### config.mk
export PLATFORM = sky130hd
export DESIGN_NAME = demux_1_x_8_reg
export DESIGN_NICKNAME = d
export VERILOG_FILES = /design/src/rtl/demux_pkg.sv /design/src/rtl/decoder_3_x_8.sv /design/src/rtl/demux_1_x_8_reg.sv
export SDC_FILE = /design/constraint.sdc
export NUM_CORES = 1
export LEC_CHECK = 0
export ABC_CLOCK_PERIOD_IN_PS = 3470
export BUFFER_PORTS_ARGS = -buffer_cell sky130_fd_sc_hd__buf_2
export CAP_MARGIN = 40
export CORE_MARGIN = 5
export CORE_UTILIZATION = 45
export CTS_CLUSTER_SIZE = 25
export DETAILED_ROUTE_END_ITERATION = 6
export HOLD_SLACK_MARGIN = 0.02
export PLACE_DENSITY = 0.71
export SLEW_MARGIN = 20
export SYNTH_ARGS = -nofsm -noshare
export SYNTH_HDL_FRONTEND = slang
export SYNTH_SLANG_ARGS = --single-unit
### constraint.sdc
create_clock -name clk_i -period 3.47 [get_ports clk_i]
set_input_delay 0.347 -clock clk_i [delete_from_list [all_inputs] [get_ports clk_i]]
set_output_delay 0.347 -clock clk_i [all_outputs]
set_load 0.01 [all_outputs]
### src/rtl/demux_pkg.sv
// rtl/demux_pkg.sv - shared lane/select constants and types for the 1:8 demux
//
// Purpose : common sizing for demux_1_x_8_reg and decoder_3_x_8.
// Contents: LANES, SEL_W, sel_t, onehot_t, LAST_LANE (pointer value that wraps).
package demux_pkg;
  localparam int LANES = 8;
  localparam int SEL_W = 3;

  typedef logic [SEL_W-1:0] sel_t;
  typedef logic [LANES-1:0] onehot_t;

  localparam logic [SEL_W-1:0] LAST_LANE = SEL_W'(LANES - 1);
endpackage

### src/rtl/decoder_3_x_8.sv
// rtl/decoder_3_x_8.sv - gated 3-to-8 one-hot decoder for lane write enables
//
// Purpose : turns a lane index into a one-hot write enable, all zero when disabled.
// Ports   :
//   sel_i     in  3  lane index
//   en_i      in  1  decode enable (write request)
//   onehot_o  out 8  1<<sel_i when en_i, else 0
module decoder_3_x_8
  import demux_pkg::*;
(
  input  logic [SEL_W-1:0] sel_i,
  input  logic             en_i,
  output logic [LANES-1:0] onehot_o
);

  always_comb begin
    onehot_o = '0;
    if (en_i) begin
      onehot_o[sel_i] = 1'b1;
    end
  end

endmodule

### src/rtl/demux_1_x_8_reg.sv
// rtl/demux_1_x_8_reg.sv - registered 1:8 demultiplexer / frame deserializer
//
// Purpose : routes d_i into one of eight held lanes, chosen by s_i (manual) or
//           by an internal wrapping pointer (auto) that rebuilds 8-word frames.
// Option  : DEMUX_FRAME_CNT_EN adds frame_cnt_o, a wrapping count of frames.
// Ports   :
//   clk_i         in   1  clock, rising edge
//   rst_i         in   1  synchronous active-high reset
//   d_i           in   N  data word
//   s_i           in   3  lane select when auto_i=0
//   load_i        in   1  write strobe
//   auto_i        in   1  1: lane=ptr, 0: lane=s_i
//   clear_i       in   1  synchronous clear, below rst_i, above load_i
//   z0_o..z7_o    out  N  held lanes
//   wr_onehot_o   out  8  one-hot of lane written at the previous edge
//   ptr_o         out  3  auto pointer
//   frame_done_o  out  1  pulse after the auto write to lane 7
//   frame_cnt_o   out  8  frame counter (DEMUX_FRAME_CNT_EN only)
module demux_1_x_8_reg
  import demux_pkg::*;
#(
  parameter int N = 4
) (
  input  logic             clk_i,
  input  logic             rst_i,
  input  logic [N-1:0]     d_i,
  input  logic [SEL_W-1:0] s_i,
  input  logic             load_i,
  input  logic             auto_i,
  input  logic             clear_i,
  output logic [N-1:0]     z0_o,
  output logic [N-1:0]     z1_o,
  output logic [N-1:0]     z2_o,
  output logic [N-1:0]     z3_o,
  output logic [N-1:0]     z4_o,
  output logic [N-1:0]     z5_o,
  output logic [N-1:0]     z6_o,
  output logic [N-1:0]     z7_o,
  output logic [LANES-1:0] wr_onehot_o,
  output logic [SEL_W-1:0] ptr_o,
  output logic             frame_done_o
`ifdef DEMUX_FRAME_CNT_EN
  ,
  output logic [7:0]       frame_cnt_o
`endif
);

  logic [N-1:0]     z_q [LANES];
  logic [SEL_W-1:0] lane;
  logic             wr_req;
  logic             auto_wr;
  logic             wrap;
  logic [LANES-1:0] we;

  logic [SEL_W-1:0] ptr_q, ptr_d;
  logic [LANES-1:0] wr_onehot_q, wr_onehot_d;
  logic             frame_done_q, frame_done_d;

  // clear wins over load, so a clear cycle never produces a write enable.
  assign wr_req  = load_i && !clear_i;
  assign lane    = auto_i ? ptr_q : s_i;
  assign auto_wr = wr_req && auto_i;
  // The control state (IDLE when ptr==0, FILL otherwise) lives entirely in
  // ptr_q; the FILL->IDLE transition is the auto write at the last lane.
  assign wrap    = auto_wr && (ptr_q == LAST_LANE);

  decoder_3_x_8 u_dec (
    .sel_i    (lane),
    .en_i     (wr_req),
    .onehot_o (we)
  );

  generate
    for (genvar i = 0; i < LANES; i++) begin : g_lane
      always_ff @(posedge clk_i) begin
        if (rst_i || clear_i) begin
          z_q[i] <= '0;
        end else if (we[i]) begin
          z_q[i] <= d_i;
        end
      end
    end
  endgenerate

  assign ptr_d        = auto_wr ? ptr_q + 1'b1 : ptr_q;
  assign wr_onehot_d  = we;
  assign frame_done_d = wrap;

  always_ff @(posedge clk_i) begin
    if (rst_i || clear_i) begin
      ptr_q        <= '0;
      wr_onehot_q  <= '0;
      frame_done_q <= 1'b0;
    end else begin
      ptr_q        <= ptr_d;
      wr_onehot_q  <= wr_onehot_d;
      frame_done_q <= frame_done_d;
    end
  end

`ifdef DEMUX_FRAME_CNT_EN
  logic [7:0] frame_cnt_q, frame_cnt_d;

  // Counts in the same edge that raises frame_done; wraps naturally at 8 bits.
  assign frame_cnt_d = wrap ? frame_cnt_q + 8'd1 : frame_cnt_q;

  always_ff @(posedge clk_i) begin
    if (rst_i || clear_i) begin
      frame_cnt_q <= '0;
    end else begin
      frame_cnt_q <= frame_cnt_d;
    end
  end

  assign frame_cnt_o = frame_cnt_q;
`endif

  assign z0_o         = z_q[0];
  assign z1_o         = z_q[1];
  assign z2_o         = z_q[2];
  assign z3_o         = z_q[3];
  assign z4_o         = z_q[4];
  assign z5_o         = z_q[5];
  assign z6_o         = z_q[6];
  assign z7_o         = z_q[7];
  assign wr_onehot_o  = wr_onehot_q;
  assign ptr_o        = ptr_q;
  assign frame_done_o = frame_done_q;

endmodule

==> summary.txt, run 1 <==
Final layout
  • Fin util: 57.6%
  • Fillers: 339
  • Commonest non-fill, non-tap cell in the layout: buf_2
  • Proportion of layout cells with a drive suffix above 1: 41.0%
  • Syn-to-layout area delta: 23.9%
  • Diode count: 0
  • Final instance area: 0.00230 mm²
  • Most frequent cells in the layout: 55 x buf_2, 36 x and2_1, 32 x edfxtp_1
  • Fin nets: 197

STA
  • Worst Hold Margin: roughly 0.28 ns
  • Unrepaired setup endpoints after global routing: false
  • TNS Setup: 0 ns
  • Fmax: around 530 MHz
  • Headroom to the max-slew limit: 47.8%
  • Setup violators final: 0
  • Slew @ Worst Pin: 0.783 ns
  • Layout Skew: 0.00827 ns
  • Slew Viols, Final: 0
  • Crit share post-route: 54.2%
  • Fin. Hold Viols: 0
  • Minimum clock period: roughly 1.9 ns

Die
  • I/O pin cnt: 56
  • Core ar.: 0.00400 mm²
  • Initial Util: 46.5%
  • Die height: 74.3 µm
  • Die area: approximately 0.0055 mm²
  • # rows: 23
  • Die Width: about 74 µm

CTS
  • CTS tree: done
  • Post-CTS Resized: 0
  • Clock Sinks: 44
  • # Post-CTS Setup Buffers: 0
  • CTS Buf Count: 5
  • Hold buffer count at CTS: 0
  • Clock-pin slew on the worst setup and hold paths: 0.07 ns
  • H-tree depth: 2
  • Clk_lat worst skew: 0.30 ns
  • Root Buffer: clkbuf_8
  • Bufs on Longest Clock Path: 2

Critical path
  • CP Launch Type: flop
  • Origin of the critical flop-to-flop path: ptr_o[0]$_SDFFE_PP0P_
  • Reg2reg end: z_q[1][12]$_SDFFCE_PN0P_
  • Crit Path Class: reg -> reg
  • Worst setup EP type: flop
  • Crit path max fanout: 5
  • Required time worst endpoint: approximately 3.4 ns
  • Worst Reg-to-Reg Cells: 3
  • Internal reg-to-reg setup slack: 1.59 ns
  • Critical Path AT: roughly 1.8 ns

Routing
  • DRT Pass-1 Iters: 4
  • Post-Route WL: around 3.7 mm
  • Routed length per instance: 16.0 µm
  • Remaining design rule violation count: 0
  • DRC violation total after the first TritonRoute iteration: 66
  • DR vias/cell: around 5.0
  • Via count: 1164
  • Detail Route Antenna Nets: 0

Job
  • Max cap viols: 0

Logic synthesis
  • Syn avg cell area: about 15 µm²
  • Post-synthesis instance area: 0.00186 mm²
  • Mapped Cells: 123
  • Yosys cell types: 22
  • Sequential cell area fraction in the yosys report: 64.6%
  • #FFs+latches synth: 44
  • YS warnings: 0
  • Synthesized Nets: about 140

Min path
  • Worst hold path type: in -> reg
  • WHS Path Cells: 2
  • Worst Hold Launch: rst_i
  • Hold endpoint: ptr_o[0]$_SDFFE_PP0P_

Global routing
  • Vias in the first global route: 1179
  • GRT Overall Usage: 14.8%
  • Total gr overflow: 0
  • Pin count of the biggest net entering global routing: 14
  • Initial antenna violation count: 0
  • Global-route wire length before repair: 5.86 mm

Pwr
  • PwrDens: 486 mW/mm²
  • Pleak: 0.991 nW
  • Worst vdd ir: 0.000340 V

Place
  • Placed Instance Area: about 0.0022 mm²
  • GPL Wtd Cong: 0.730
  • Port bufs: 55
  • Hpwl dp: approximately 3.0 mm

Status
  • Status: completed
-- through the flow --
step	cells	worst slack, ns	total power (W)
4_1_cts	233	1.59	0.00113
6_report	233	1.59	0.00112
3_5_place_dp	226	1.43	0.000686
5_1_grt	233	1.40	0.00116
2_1_floorplan	123	1.71	0.000647
3_3_place_gp	226	1.49	0.000681
-- how the worst max path moves through the flow --
stage / start / end / slack (ns)
after floorplan: auto_i / z_q[1][10]$_SDFFCE_PN0P_ / 1.71
after global placement: auto_i / z_q[1][8]$_SDFFCE_PN0P_ / 1.49
after detailed placement: auto_i / z_q[1][10]$_SDFFCE_PN0P_ / 1.43
after CTS: ptr_o[0]$_SDFFE_PP0P_ / z_q[1][13]$_SDFFCE_PN0P_ / 1.59
after global routing: ptr_o[0]$_SDFFE_PP0P_ / z_q[1][12]$_SDFFCE_PN0P_ / 1.40
final: ptr_o[0]$_SDFFE_PP0P_ / z_q[1][12]$_SDFFCE_PN0P_ / 1.59
-- registers in the layout, summed over array words and instances, names as in the netlist --
signal / count
frame_done_o: 1
ptr_o: 3
wr_onehot_o: 8
z_q: 32
-- metal layers --
layer	global-route usage, %	routed length, µm	vias up
met2	26.0	1890	38
met5	0	0	-
met3	4.73	246	7
met1	16.8	1520	555
li1	-	-	564
met4	5.34	65	0
-- synthesized netlist by cell type --
cell      number  share of area [%]
and2_1        36                 12
edfxtp_1      32                 52
dfxtp_1       12                 13
a211oi_4       8                8.6
o21ai_1        6                1.6
nand2_1        3               0.61
nand3b_1       3                1.2
nor3_1         3               0.81
or3b_1         3                1.4
buf_6          2                1.2
ha_1           2                1.3
mux2i_1        2                1.1
o21ai_0        2               0.54
and2b_2        1               0.47
and4_1         1               0.47
mux2_2         1               0.61
mux2i_4        1                1.2
nand3_1        1               0.27
nor2_1         1               0.20
or3_4          1               0.61
or3b_4         1               0.61
xor2_1         1               0.47
-- where the power goes --
part / internal, W / switching (W)
Clock: 0.000283 / 0.000164
Sequential: 0.000581 / 0.00000574
Combinational: 0.0000296 / 0.0000563
-- logic make-up (layout without fill, tap and decap cells) --
logic type      Yosys count  after routing  share of synthesized area [%]
flops                    44             44                           64.6
buf+inv                   2             62                           1.21
simple gates             54             54                           18.8
fa+ha+maj                 2              2                           1.34
compound gates           16             16                           10.8
xor+xnor                  1              1                          0.471
mux                       4              4                           2.89
-- worst max-delay path: stages (launching register included) --
cell and delay (ns):
dfxtp_1 0.47, mux2_2 0.37, nand2_1 0.16, o21ai_0 0.52
-- area by class of cell --
cell class	instances	area [µm²]	area share, %
Multi-Input combinational cell	77	637	27.6
Clock buffer	5	68.8	2.99
Clock inverter	2	60.1	2.61
Sequential cell	44	1200	52.1
Tap cell	50	62.6	2.71
Timing Repair Buffer	55	275	11.9
Note: power is estimated with default switching activity, not from simulation.
==> inputs of run 2 (changes only) <==
- ABC_AREA: default -> 1
- ABC_CLOCK_PERIOD_IN_PS: 3470 -> 1830
- clock period: 3.47 -> 1.83 ns (I/O delays scaled with it)
==> summary.txt, run 2 <==
Final layout
  • Commonest non-fill, non-tap cell in the layout: buf_2
  • Max reg flops: 32 (unchanged)
  • Fin nets: 234 (+19%)
  • Proportion of layout cells with a drive suffix above 1: 41.6% (+0.65 points)
  • Most frequent cells in the layout: 55 x buf_2, 33 x nor2_1, 32 x edfxtp_1
  • Top reg by flops: z_q
  • Diode count: 0 (unchanged)
  • Syn-to-layout area delta: 22.5%

CTS
  • Bufs on Longest Clock Path: 2 (unchanged)
  • Clk_lat worst skew: 0.29 ns (about the same)
  • Post-CTS Resized: 0 (unchanged)
  • Clock-pin slew on the worst setup and hold paths: 0.08 ns (about the same)
  • H-tree depth: 2 (unchanged)
  • Clock Sinks: 44 (unchanged)
  • CTS Buf Count: 5 (unchanged)
  • Root Buffer: clkbuf_8
  • Hold buffer count at CTS: 0 (unchanged)
  • # Post-CTS Setup Buffers: 0 (unchanged)
  • CTS tree: done

Critical path
  • Crit Path Class: reg -> reg
  • Critical Path AT: 1.39 ns (-0.42 ns)
  • CP Launch Type: flop
  • Buf/Inv on CP: 1 (+1)
  • Cell mode on critical path: nand2_1
  • CP max-delay cell: dfxtp_1
  • Crit path max fanout: 8 (+3)
  • Worst Reg-to-Reg Cells: 6 (+3)
  • CP peak stage delay: 0.39 ns (-0.13 ns)
  • CP Depth: 6 (+3)
  • Worst setup EP type: flop
  • Crit-path cells: inv_1 -> nand2_1 -> nand2_4 -> nor2_8 -> nand2_1 -> nand2_1
  • Required time worst endpoint: 1.82 ns (-1.58 ns)
  • Delay-heaviest family, CP: simple AND/OR/NAND/NOR gates

STA
  • Headroom to the max-slew limit: 77.8% (+30 points)
  • Slew @ Worst Pin: 0.332 ns (-0.450 ns)
  • Fmax: 712 MHz (+34%)
  • Fin. Hold Viols: 0 (unchanged)
  • Unrepaired setup endpoints after global routing: false
  • Layout Skew: 0.00132 ns (-0.00695 ns)
  • TNS Setup: 0 ns (unchanged)
  • Setup violators final: 0 (unchanged)
  • Crit share post-route: 76.8% (+23 points)
  • Slew Viols, Final: 0 (unchanged)
  • Minimum clock period: 1.40 ns (-0.476 ns)

Place
  • Hpwl dp: 2.82 mm (-5.7%)
  • Port bufs: 55 (unchanged)
  • GPL Wtd Cong: 0.764 (+4.7%)

Routing
  • Via count: 1255 (+7.8%)
  • Routed length per instance: 13.4 µm (-16%)
  • Post-Route WL: 3.65 mm (-1.9%)
  • DRT Pass-1 Iters: 4 (unchanged)
  • DRC violation total after the first TritonRoute iteration: 143 (+120%)
  • Detail Route Antenna Nets: 0 (unchanged)
  • DR vias/cell: 4.60 (-8.0%)
  • Remaining design rule violation count: 0 (unchanged)

Logic synthesis
  • Sequential cell area fraction in the yosys report: 61.1% (-3.4 points)
  • Mapped Cells: 160 (+30%)
  • Post-synthesis instance area: 0.00196 mm² (+5.6%)
  • Top-count cell post-synth: nor2_1
  • Top-area cell type share of the netlist area: 48.9% (-2.7 points)
  • Number of flops mapped to enable cells by yosys: 32 (unchanged)
  • Yosys cell types: 16 (-27%)
  • Syn avg cell area: 12.3 µm² (-19%)
  • Asr flop ratio synth: 0% (unchanged)
  • Top post-synthesis cells by area: edfxtp_1 49%, dfxtp_1 12%, nand3_4 7.1%, nor2_1 6.5%, nor2_8 6.1%
  • Largest area contributor in the netlist: edfxtp_1
  • Top_reg_cell synth: edfxtp_1
  • Synthesized Nets: 174 (+27%)
  • YS warnings: 0 (unchanged)
  • Top cells by count, synth: 34 x nor2_1, 32 x edfxtp_1, 23 x nand2_1
  • #FFs+latches synth: 44 (unchanged)

Die
  • Die Width: 76.1 µm (+2.4%)
  • Die height: 76.1 µm (+2.4%)
  • Core ar.: 0.00429 mm² (+7.4%)
  • # rows: 24 (+4.3%)
  • Die area: 0.00579 mm² (+4.8%)
  • Initial Util: 45.7% (-0.77 points)
  • I/O pin cnt: 56 (unchanged)

Global routing
  • Pin count of the biggest net entering global routing: 21 (+7)
  • GRT Overall Usage: 13.7% (-1.1 points)
  • Global-route wire length before repair: 6.39 mm (+9.1%)
  • Total gr overflow: 0 (unchanged)
  • Initial antenna violation count: 0 (unchanged)
  • Vias in the first global route: 1291 (+9.5%)

Min path
  • WHS Path Cells: 3 (+1)
  • Worst hold path type: in -> reg

Pwr
  • PwrDens: 855 mW/mm² (+76%)
  • Worst vdd ir: 0.000342 V (+0.79%)
  • Pleak: 1.19 nW (+20%)
  • Total power: 0.00206 W (+84%)

Status
  • Status: completed

Job
  • Max cap viols: 0 (unchanged)
run 2: cell types whose count changed in the layout (fill, tap and decap cells not counted), moves of 5 or more:
cell,previous run,this run
nor2_8,0,6
nand2_2,0,5
nand2_1,3,23
a211oi_4,8,0
o21ai_1,6,0
inv_1,0,19
nand3_4,0,8
nor2_1,1,33
and2_1,36,0
nand2_4,0,8
run 2: report_power, final:
part	total, W	switching (W)	internal (W)
Clock	0.000720	0.000315	0.000405
Sequential	0.00111	0.0000111	0.00110
Combinational	0.000226	0.000152	0.0000735
Total	0.00206	0.000478	0.00158
run 2: cell families after synthesis:
| logic type | Yosys count | share of synthesized area (%) |
|---|---|---|
| and+or+nand+nor | 85 | 30.6 |
| DFF | 44 | 61.1 |
| buffers and inverters | 23 | 5.48 |
| AOI/OAI and AO/OA | 6 | 1.53 |
| adders and majority gates | 2 | 1.27 |
run 2: cell type report:
cell class	instances	area, µm²
Fill cell	369	1890
Clock inverter	2	35.0
Inverter	20	80.1
Sequential cell	44	1200
Timing Repair Buffer	56	295
Clock buffer	6	72.6
Multi-Input combinational cell	93	658
Tap cell	52	65.1
run 2: tightest hold or removal path, delay by kind of cell:
family	cells	cell delay (ns)
and+or+nand+nor	2	0.25
buffers and inverters	1	0.11
run 2: path summary, 6_finish.rpt:
path / end / slack [ns] / start
worst max-delay path: z_q[1][6]$_SDFFCE_PN0P_ / 0.43 / ptr_o[0]$_SDFFE_PP0P_
worst min register to register: ptr_o[2]$_SDFFE_PP0P_ / 0.51 / ptr_o[2]$_SDFFE_PP0P_
worst max register to register: z_q[1][6]$_SDFFCE_PN0P_ / 0.43 / ptr_o[0]$_SDFFE_PP0P_
worst min-delay path: frame_done_o$_SDFF_PP0_ / 0.29 / load_i
run 2: routing by layer:
metal	wire, µm	up-vias	track usage, %	part of all wire, %
met2	1680	47	21.2	46
met1	1630	569	17.5	45
met5	0	-	0	0
met4	62	0	5.94	1.7
met3	281	7	4.14	7.7
li1	-	632	-	-
run 2: metrics by stage:
stage / area, µm² / setup slack (ns) / instances / hold slack (ns) / utilization (%)
global route: 2410 / 0.322 / 273 / 0.333 / 56.1
detailed placement: 2300 / 0.435 / 265 / 0.498 / 53.6
CTS: 2410 / 0.424 / 273 / 0.287 / 56.1
finish: 2410 / 0.425 / 273 / 0.292 / 56.1
floorplan: 1960 / 0.519 / 160 / 0.432 / -
global placement: 2300 / 0.509 / 265 / 0.497 / 53.6
